File: config.mk
export PLATFORM = sky130hd
export DESIGN_NAME = memstage_hs
export DESIGN_NICKNAME = d
export VERILOG_FILES = /design/src/rtl/memstage_pkg.sv /design/src/rtl/memstage_lane.sv /design/src/rtl/memstage_hs.sv
export SDC_FILE = /design/constraint.sdc
export NUM_CORES = 1
export LEC_CHECK = 0
export ABC_AREA = 1
export BUFFER_PORTS_ARGS = -buffer_cell sky130_fd_sc_hd__buf_2
export CORE_MARGIN = 10
export CORE_UTILIZATION = 38
export CTS_CLUSTER_DIAMETER = 120
export DETAILED_ROUTE_END_ITERATION = 10
export HOLD_SLACK_MARGIN = 0.03
export PLACE_DENSITY = 0.69
export REMOVE_ABC_BUFFERS = 1
export SYNTH_ARGS = -nofsm -noshare
export SYNTH_HDL_FRONTEND = slang
export SYNTH_SLANG_ARGS = --single-unit
export TNS_END_PERCENT = 50
File: constraint.sdc
create_clock -name i_clk -period 1.8 [get_ports i_clk]
set_input_delay 0.18 -clock i_clk [delete_from_list [all_inputs] [get_ports i_clk]]
set_output_delay 0.18 -clock i_clk [all_outputs]
set_load 0.02 [all_outputs]
File: src/rtl/memstage_pkg.sv
// Shared definitions for the MEM-stage load/store unit:
// LSU opcodes ({is_store, funct3}) and the FSM state encoding.
package memstage_pkg;

  localparam logic [3:0] OP_LB  = 4'b0000;
  localparam logic [3:0] OP_LH  = 4'b0001;
  localparam logic [3:0] OP_LW  = 4'b0010;
  localparam logic [3:0] OP_LBU = 4'b0100;
  localparam logic [3:0] OP_LHU = 4'b0101;
  localparam logic [3:0] OP_SB  = 4'b1000;
  localparam logic [3:0] OP_SH  = 4'b1001;
  localparam logic [3:0] OP_SW  = 4'b1010;

  typedef enum logic [1:0] {
    ST_IDLE = 2'd0,
    ST_WAIT = 2'd1,
    ST_RESP = 2'd2
  } state_e;

  function automatic logic op_known(input logic [3:0] op);
    return (op == OP_LB)  || (op == OP_LH)  ||
           (op == OP_LW)  || (op == OP_LBU) ||
           (op == OP_LHU) || (op == OP_SB)  ||
           (op == OP_SH)  || (op == OP_SW);
  endfunction

endpackage

File: src/rtl/memstage_lane.sv
// Byte-lane logic: store byte-enable / data replication and
// load lane selection with sign or zero extension.
module memstage_lane
  import memstage_pkg::*;
(
  input  logic [3:0]  i_st_op,
  input  logic [1:0]  i_st_off,
  input  logic [31:0] i_wdata,
  input  logic [3:0]  i_ld_op,
  input  logic [1:0]  i_ld_off,
  input  logic [31:0] i_rdata,
  output logic [3:0]  o_be,
  output logic [31:0] o_wdata,
  output logic [31:0] o_ld
);

  logic [31:0] w_sh;
  logic [7:0]  w_byte;
  logic [15:0] w_half;

  assign w_sh   = i_rdata >> {i_ld_off, 3'b000};
  assign w_byte = w_sh[7:0];
  assign w_half = w_sh[15:0];

  always_comb begin
    o_be    = 4'b0000;
    o_wdata = 32'd0;
    unique case (1'b1)
      (i_st_op == OP_SB): begin
        o_be    = 4'b0001 << i_st_off;
        o_wdata = {4{i_wdata[7:0]}};
      end
      (i_st_op == OP_SH): begin
        o_be    = 4'b0011 << {i_st_off[1], 1'b0};
        o_wdata = {2{i_wdata[15:0]}};
      end
      (i_st_op == OP_SW): begin
        o_be    = 4'b1111;
        o_wdata = i_wdata;
      end
      default: ;
    endcase
  end

  always_comb begin
    o_ld = 32'd0;
    unique case (1'b1)
      (i_ld_op == OP_LB):  o_ld = {{24{w_byte[7]}}, w_byte};
      (i_ld_op == OP_LBU): o_ld = {24'd0, w_byte};
      (i_ld_op == OP_LH):  o_ld = {{16{w_half[15]}}, w_half};
      (i_ld_op == OP_LHU): o_ld = {16'd0, w_half};
      (i_ld_op == OP_LW):  o_ld = i_rdata;
      default: ;
    endcase
  end

endmodule

File: src/rtl/memstage_hs.sv
// MEM-stage load/store unit with req/ack memory handshake and timeout.
// Define MEMSTAGE_MISALIGN_TRAP_EN to trap misaligned accesses.
module memstage_hs
  import memstage_pkg::*;
#(
  parameter int ADDR_W  = 32,
  parameter int TIMEOUT = 255
) (
  input  logic              i_clk,
  input  logic              i_reset,
  input  logic              i_valid,
  input  logic [3:0]        i_lsu_op,
  input  logic [ADDR_W-1:0] i_addr,
  input  logic [31:0]       i_wdata,
  output logic              o_stall,
  output logic              o_done,
  output logic [31:0]       o_ld_data,
  output logic              o_misalign,
  output logic              o_timeout,
  output logic              o_mem_req,
  output logic              o_mem_we,
  output logic [ADDR_W-1:0] o_mem_addr,
  output logic [31:0]       o_mem_wdata,
  output logic [3:0]        o_mem_be,
  input  logic              i_mem_ack,
  input  logic [31:0]       i_mem_rdata
);

  state_e r_state, w_next;

  logic [3:0]        r_op;
  logic [1:0]        r_off;
  logic [ADDR_W-1:0] r_addr;
  logic [31:0]       r_wdata;
  logic [3:0]        r_be;
  logic              r_we;
  logic              r_isld;
  logic [31:0]       r_rdata;
  logic [15:0]       r_cnt;
  logic              r_tmo;

  logic        w_known;
  logic        w_trap;
  logic        w_hit;
  logic        w_accept;
  logic [1:0]  w_off;
  logic [3:0]  w_be;
  logic [31:0] w_wdata;
  logic [31:0] w_ld;

  assign w_known  = op_known(i_lsu_op);
  assign w_accept = (r_state == ST_IDLE) && i_valid;
  assign w_hit    = ({1'b0, r_cnt} + 17'd1) == 17'(TIMEOUT);

  // Low address bits the access width cannot use are dropped.
  always_comb begin
    w_off = i_addr[1:0];
    case (i_lsu_op[1:0])
      2'b01:   w_off = {i_addr[1], 1'b0};
      2'b10:   w_off = 2'b00;
      default: w_off = i_addr[1:0];
    endcase
  end

`ifdef MEMSTAGE_MISALIGN_TRAP_EN
  logic r_mis;
  assign w_trap = w_known & (i_addr[1:0] != w_off);
  always_ff @(posedge i_clk) begin
    if (i_reset)       r_mis <= 1'b0;
    else if (w_accept) r_mis <= w_trap;
  end
  assign o_misalign = (r_state == ST_RESP) & r_mis;
`else
  assign w_trap     = 1'b0;
  assign o_misalign = 1'b0;
`endif

  memstage_lane u_lane (
    .i_st_op  (i_lsu_op),
    .i_st_off (w_off),
    .i_wdata  (i_wdata),
    .i_ld_op  (r_op),
    .i_ld_off (r_off),
    .i_rdata  (r_rdata),
    .o_be     (w_be),
    .o_wdata  (w_wdata),
    .o_ld     (w_ld)
  );

  always_comb begin
    w_next = r_state;
    case (r_state)
      ST_IDLE:
        if (i_valid)
          w_next = (w_trap || !w_known) ? ST_RESP : ST_WAIT;
      ST_WAIT:
        if (i_mem_ack)  w_next = ST_RESP;
        else if (w_hit) w_next = ST_IDLE;
      ST_RESP: w_next = ST_IDLE;
      default: w_next = ST_IDLE;
    endcase
  end

  always_ff @(posedge i_clk) begin
    if (i_reset) begin
      r_state <= ST_IDLE;
      r_op    <= 4'd0;
      r_off   <= 2'd0;
      r_addr  <= '0;
      r_wdata <= 32'd0;
      r_be    <= 4'd0;
      r_we    <= 1'b0;
      r_isld  <= 1'b0;
      r_rdata <= 32'd0;
      r_cnt   <= 16'd0;
      r_tmo   <= 1'b0;
    end else begin
      r_state <= w_next;
      r_tmo   <= (r_state == ST_WAIT) && !i_mem_ack && w_hit;
      if (w_accept) begin
        r_op    <= i_lsu_op;
        r_off   <= w_off;
        r_addr  <= {i_addr[ADDR_W-1:2], 2'b00};
        r_wdata <= w_wdata;
        r_be    <= w_be;
        r_we    <= i_lsu_op[3];
        r_isld  <= w_known && !i_lsu_op[3] && !w_trap;
        r_rdata <= 32'd0;
        r_cnt   <= 16'd0;
      end else if (r_state == ST_WAIT) begin
        if (i_mem_ack) begin
          if (r_isld) r_rdata <= i_mem_rdata;
        end else begin
          r_cnt <= r_cnt + 16'd1;
        end
      end
    end
  end

  assign o_stall     = (w_accept && !w_trap) || (r_state == ST_WAIT);
  assign o_done      = (r_state == ST_RESP) || r_tmo;
  assign o_timeout   = r_tmo;
  assign o_ld_data   = ((r_state == ST_RESP) && r_isld) ? w_ld : 32'd0;
  assign o_mem_req   = (r_state == ST_WAIT);
  assign o_mem_we    = r_we;
  assign o_mem_addr  = r_addr;
  assign o_mem_wdata = r_wdata;
  assign o_mem_be    = r_be;

endmodule

Word level (Yosys, flattened, before mapping)
Cells that the tools add are included.
{"block": "totals", "regBits": 125, "in_bits": 104}
{"block": "classes", "add_sub_neg": 2, "n_eq_ne": 18, "n_shift": 3, "mux": 10, "n_bitwise": 1, "reduce_logical": 23}
{"cell": "32-bit case mux with 5 select lines", "count": 1}
{"cell": "32-bit case mux with 3 select lines", "count": 1}
{"cell": "32-bit 2-to-1 mux", "count": 1}
{"cell": "32-bit by 5-bit right shift with 16-bit output", "count": 1}
{"cell": "16-bit by 1-bit adder with 17-bit output, second input constant", "count": 1}
{"cell": "17-bit by 8-bit equality test with 1-bit output, second input constant", "count": 1}
{"cell": "16-bit by 1-bit adder with 16-bit output, second input constant", "count": 1}
{"cell": "4-bit by 3-bit equality test with 1-bit output, second input constant", "count": 4}
{"cell": "4-bit equality test, second input constant", "count": 3}
{"cell": "4-bit case mux with 3 select lines", "count": 1}
{"cell": "1-bit logical OR", "count": 9}
{"cell": "4-bit by 1-bit equality test with 1-bit output, second input constant", "count": 2}
{"cell": "4-bit by 2-bit equality test with 1-bit output, second input constant", "count": 2}
{"cell": "4-bit zero test", "count": 2}
{"cell": "2-bit 2-to-1 mux", "count": 4}
{"cell": "2-bit case mux with 2 select lines", "count": 2}
{"cell": "1-bit logical AND", "count": 5}
{"cell": "2-bit by 1-bit equality test with 1-bit output, second input constant", "count": 2}
{"cell": "2-bit equality test, second input constant", "count": 2}
{"cell": "2-bit AND reduction", "count": 2}
{"cell": "1-bit by 2-bit left shift with 4-bit output, first input constant", "count": 1}
{"cell": "2-bit by 2-bit left shift with 4-bit output, first input constant", "count": 1}
{"cell": "3-bit by 1-bit != test with 1-bit output, second input constant", "count": 1}
{"cell": "3-bit AND reduction", "count": 1}
{"cell": "other kinds (5)", "count": 6}

Depth between registers and ports, before layout
{"block": "depth", "ltp_word": 11, "depth_mapped": 13, "ltp_nobuf": 13}

Modules after synthesis
A second synthesis with hierarchy kept.
{"block": "unflattened", "hier_cells": 1046, "hier_area_um2": 6837.8}
{"mod": "memstage_hs", "instances": 1, "cells_each": 742, "area_each_um2": 5226.3}
{"mod": "memstage_lane", "instances": 1, "cells_each": 304, "area_each_um2": 1611.5}

Least setup slack after synthesis
Ideal clock, no wire load.
{"block": "synth_path", "path_type": "reg-to-output", "startpoint": "register r_op[3]", "endpoint": "output port o_ld_data[21]", "arrival_ns": 1.530, "required_time_ns": 1.620, "path_slack_ns": 0.090, "path_stages_with_launch": 7, "cell_sequence": "dfxtp_1 > inv_1 > nand3_1 > nor2_1 > clkbuf_1 > nand2_1 > a21oi_1"}
{"block": "synth_via", "elab_chain_cells": 3, "word_cells_on_any_way": 7, "cone_classes": "eq/ne: 4; mux: 2; reduce/logical: 1"}
{"element": "start: declaration", "line": "memstage_hs.sv:31", "source": "logic [3:0] r_op;"}
{"element": "start signal: assignment", "line": "memstage_hs.sv:121", "source": "r_op <= i_lsu_op;"}
{"element": "4-bit by 2-bit equality test with 1-bit output (tied with other cells)", "line": "memstage_lane.sv:52", "source": "(i_ld_op == OP_LW): o_ld = i_rdata;"}
{"element": "32-bit case mux with 5 select lines *", "line": "memstage_lane.sv:47", "source": "unique case (1'b1)"}
{"element": "32-bit 2-to-1 mux *", "line": "memstage_hs.sv:143", "source": "assign o_ld_data = ((r_state == ST_RESP) && r_isld) ? w_ld : 32'd0;"}
{"element": "end: declaration", "line": "memstage_hs.sv:17", "source": "output logic [31:0] o_ld_data,"}
Mark *: on every way between the ends. The rest lies on a longest branch, timed or not.

Worst setup path in the final report
{"block": "layout_path", "startpoint": "register r_off[0]", "endpoint": "output port o_ld_data[17]"}
{"block": "layout_via", "elab_chain_cells": 3}
{"element": "start: declaration", "line": "memstage_hs.sv:32", "source": "logic [1:0] r_off;"}
{"element": "start signal: assignment", "line": "memstage_hs.sv:122", "source": "r_off <= w_off;"}
{"element": "32-bit by 5-bit right shift with 16-bit output", "line": "memstage_lane.sv:21", "source": "assign w_sh = i_rdata >> {i_ld_off, 3'b000};"}
{"element": "32-bit case mux with 5 select lines", "line": "memstage_lane.sv:47"}
{"element": "32-bit 2-to-1 mux", "line": "memstage_hs.sv:143"}
Every way passes these cells.

==> results.py <==
metrics = {
    "worst_setup_path": {
        "path_class": "flip-flop to output port",
        "worstPathMaxFanout": 17,
        "cp-start-kind": "flip-flop",
        "required_ns": 1.62,
        "worstPathArrival_ns": 1.85,
        "cp-end-kind": "output port",
    },
    "clock_tree": {
        "clk_pin_slew_ns": 0.06,
        "clk_latency_ns": 0.42,
        "ctsLongestPathBuffers": 2,
        "clkSinkCount": 124,
        "numCtsBuffers": 17,
        "htree_levels": 4,
        "cts_tree": "yes",
        "clock-root-buffer": "clkbuf_16",
    },
    "synth": {
        "synth_xor_xnor_area_share_pct": 0.598,
        "syn_inst": 790,
        "ys.warnings.count": 0,
        "syn_area_sq_um": 5860,
        "synth_compound_area_share_pct": 26.7,
        "syn_area_per_cell_sq_um": 7.41,
        "synth_ff_type": "dfxtp_1",
        "synth_cell_types": 39,
        "synth_top_family_by_area": "compound AO/OA/AOI/OAI gates",
        "synth_seq_cells": 124,
        "seq_area_frac_synth_pct": 42.4,
        "synthAdderAreaFrac_pct": 1.07,
        "synthMuxAreaShare_pct": 0,
        "yosys.area_share.simple_pct": 20.3,
        "async_reset_ff_share_pct": 0,
        "synth_edf_count": 0,
    },
    "final_layout": {
        "layout_common_cells": "buf_2 (177), dfxtp_1 (116), nand2_1 (114)",
        "drive_gt1_share_pct": 33.6,
        "area_delta_synth_final_pct": 51.3,
        "antenna_cells": 0,
        "fill_cells": 1343,
        "layout_commonest_cell": "buf_2",
        "fin_nets": 1166,
    },
    "floorplanning": {
        "row_count": 45,
        "die_h_microns": 144,
        "io_pins": 210,
        "die-area_sq_um": 20800,
        "start_util_pct": 38.7,
        "fp.dieW_microns": 144,
        "core_sq_um": 15100,
    },
    "power": {
        "power.share.combinational_pct": 13.9,
        "finalPower_uw": 7700,
        "p_leak_uw": 0.00394,
        "irDropWorstVdd_mv": 0.720,
        "clockPowerShare_pct": 48.4,
        "netSwitchingPower_uw": 2010,
        "p_seq_share_pct": 37.7,
        "intPower_uw": 5690,
        "power.density_nw_per_um2": 870,
        "switching_share_pct": 26.1,
    },
    "timing": {
        "rsz0062_at_grt": "yes",
        "period_share_pct": 113,
        "tightest_slew_ns": 0.732,
        "finalHoldViolCount": 0,
        "slew_headroom_pct": 51.1,
        "timing.fmax_mhz": 492,
        "fin_skew_ns": 0.00696,
        "drv_slew": 0,
        "finalCriticalPeriod_ns": 2.03,
        "setup_ws_ns": -0.231,
        "setup_viol": 32,
    },
    "placement": {
        "place.gp.congestion": 0.842,
        "pre_cts_slack_ns": 0.0421,
        "dp_hpwl_microns": 14000,
        "portBuffers": 206,
    },
    "route": {
        "first_pass_iters": 5,
        "drtIter0Drc": 302,
        "viasPerCell": 5.15,
        "vias": 6480,
        "drt-total-wl_microns": 20800,
        "post-route-drc-count": 0,
        "wl_per_cell_microns": 16.5,
        "detail-route-antenna-nets": 0,
    },
    "global_routing": {
        "grtUsageTotal_pct": 19.2,
        "grt_pass1_vias": 6292,
        "grt_overflow": 0,
        "antenna_found_initial": 1,
        "grt_max_degree": 43,
        "grt_pass1_wl_microns": 32100,
    },
    "status": {
        "status": "finished with violations",
        "failed_checks": "negative setup slack",
    },
    "job": {
        "cap_violations": 0,
    },
    "worst_hold_path": {
        "hp-class": "primary input to flip-flop",
    },
}
==> logic make-up after synthesis <==
group                      count (synthesis)
buffers and inverters                    125
and+or+nand+nor                          276
xor gates and xnor gates                   4
AOI/OAI and AO/OA                        255
other                                      1
adders and majority gates                  5
DFF                                      124
==> Yosys cell counts (9+ instances only) <==
cell type | instances | area share, %
o21ai_0 | 77 | 6.6
a211oi_1 | 9 | 1.2
inv_1 | 67 | 4.3
a21oi_1 | 66 | 5.6
nand3_1 | 15 | 1.3
nand2_1 | 116 | 7.4
a22o_1 | 38 | 5.7
nor2_1 | 116 | 7.4
dfxtp_1 | 124 | 42
o21ai_1 | 23 | 2.0
inv_2 | 11 | 0.70
buf_2 | 23 | 2.0
clkbuf_1 | 18 | 1.2
==> stage by stage <==
step	area [sq um]	TNS [ns]	util [%]	cells	hold WS (ns)
2_1_floorplan	5640	-29.41	-	745	0.250
3_5_place_dp	7130	0	47.1	1161	0.395
6_report	8860	-5.23	58.5	1258	0.0443
4_1_cts	8510	-4.98	56.2	1253	0.0314
3_3_place_gp	7130	0	47.1	1161	0.389
5_1_grt	8860	-8.72	58.5	1258	0.0419
==> path summary, 6_finish.rpt <==
path	start	end	slack, ns	cells after the start
worst max-delay path	r_off[0]$_SDFFE_PP0P_	o_ld_data[17]	-0.23	9
worst min-delay path	i_wdata[3]	o_mem_wdata[3]$_SDFFE_PP0P_	0.04	3
worst max register to register	r_cnt[0]$_SDFFE_PP0P_	r_state[0]$_SDFFE_PP0P_	0.12	12
worst min register to register	o_mem_be[1]$_SDFFE_PP0P_	o_mem_be[1]$_SDFFE_PP0P_	0.45	2
==> routing by layer <==
metal	track usage [%]	vias to the layer above	share of wire, %
met3	8.82	32	12
li1	-	3214	-
met5	0	-	0.063
met1	22.3	2934	41
met4	6.54	2	1.5
met2	30.8	298	45
==> state kept, by name, summed over array words and instances (netlist names) <==
register / cells
r_isld: 1
r_off: 2
o_mem_addr: 30
r_rdata: 32
o_mem_wdata: 32
o_mem_be: 4
r_op: 4
o_timeout: 1
r_state: 2
r_cnt: 16
==> area by class of cell <==
| class | count | area (sq um) | share of cell area, % |
|---|---|---|---|
| well taps | 188 | 235 | 2.65 |
| repair buffers | 293 | 2090 | 23.6 |
| flip-flops and latches | 124 | 2500 | 28.2 |
| clock buffers | 19 | 453 | 5.11 |
| inverters | 78 | 308 | 3.47 |
| multi-input cells | 543 | 3080 | 34.8 |
| clock inverters | 13 | 189 | 2.13 |
==> power by group through the flow <==
stage	clock network, uW	logic (uW)	registers [uW]
after floorplan	0	377	3040
after global placement	0	869	2950
after detailed placement	0	875	2950
after CTS	3790	1000	2900
after global routing	3910	1160	2910
final	3730	1070	2900
==> worst max-delay path: stages (launching register included) <==
cell,delay (ns)
dfxtp_4,0.40
inv_6,0.06
a21oi_2,0.13
o21ai_0,0.08
o21ai_1,0.13
nand2_1,0.12
nand2_4,0.10
inv_8,0.08
a21oi_2,0.16
buf_4,0.17
==> repair_timing <==
item / 4_1_cts / 5_1_grt
endpoints found under the hold margin: 57 / 0
hold buffers: 57 / 0
cloned: 1 / 1
pin swaps: 1 / 21
buffers inserted: 2 / 4
endpoints found under the setup margin: 32 / 34
resized for setup: 47 / 81
Power figures use the tool's default switching activity.
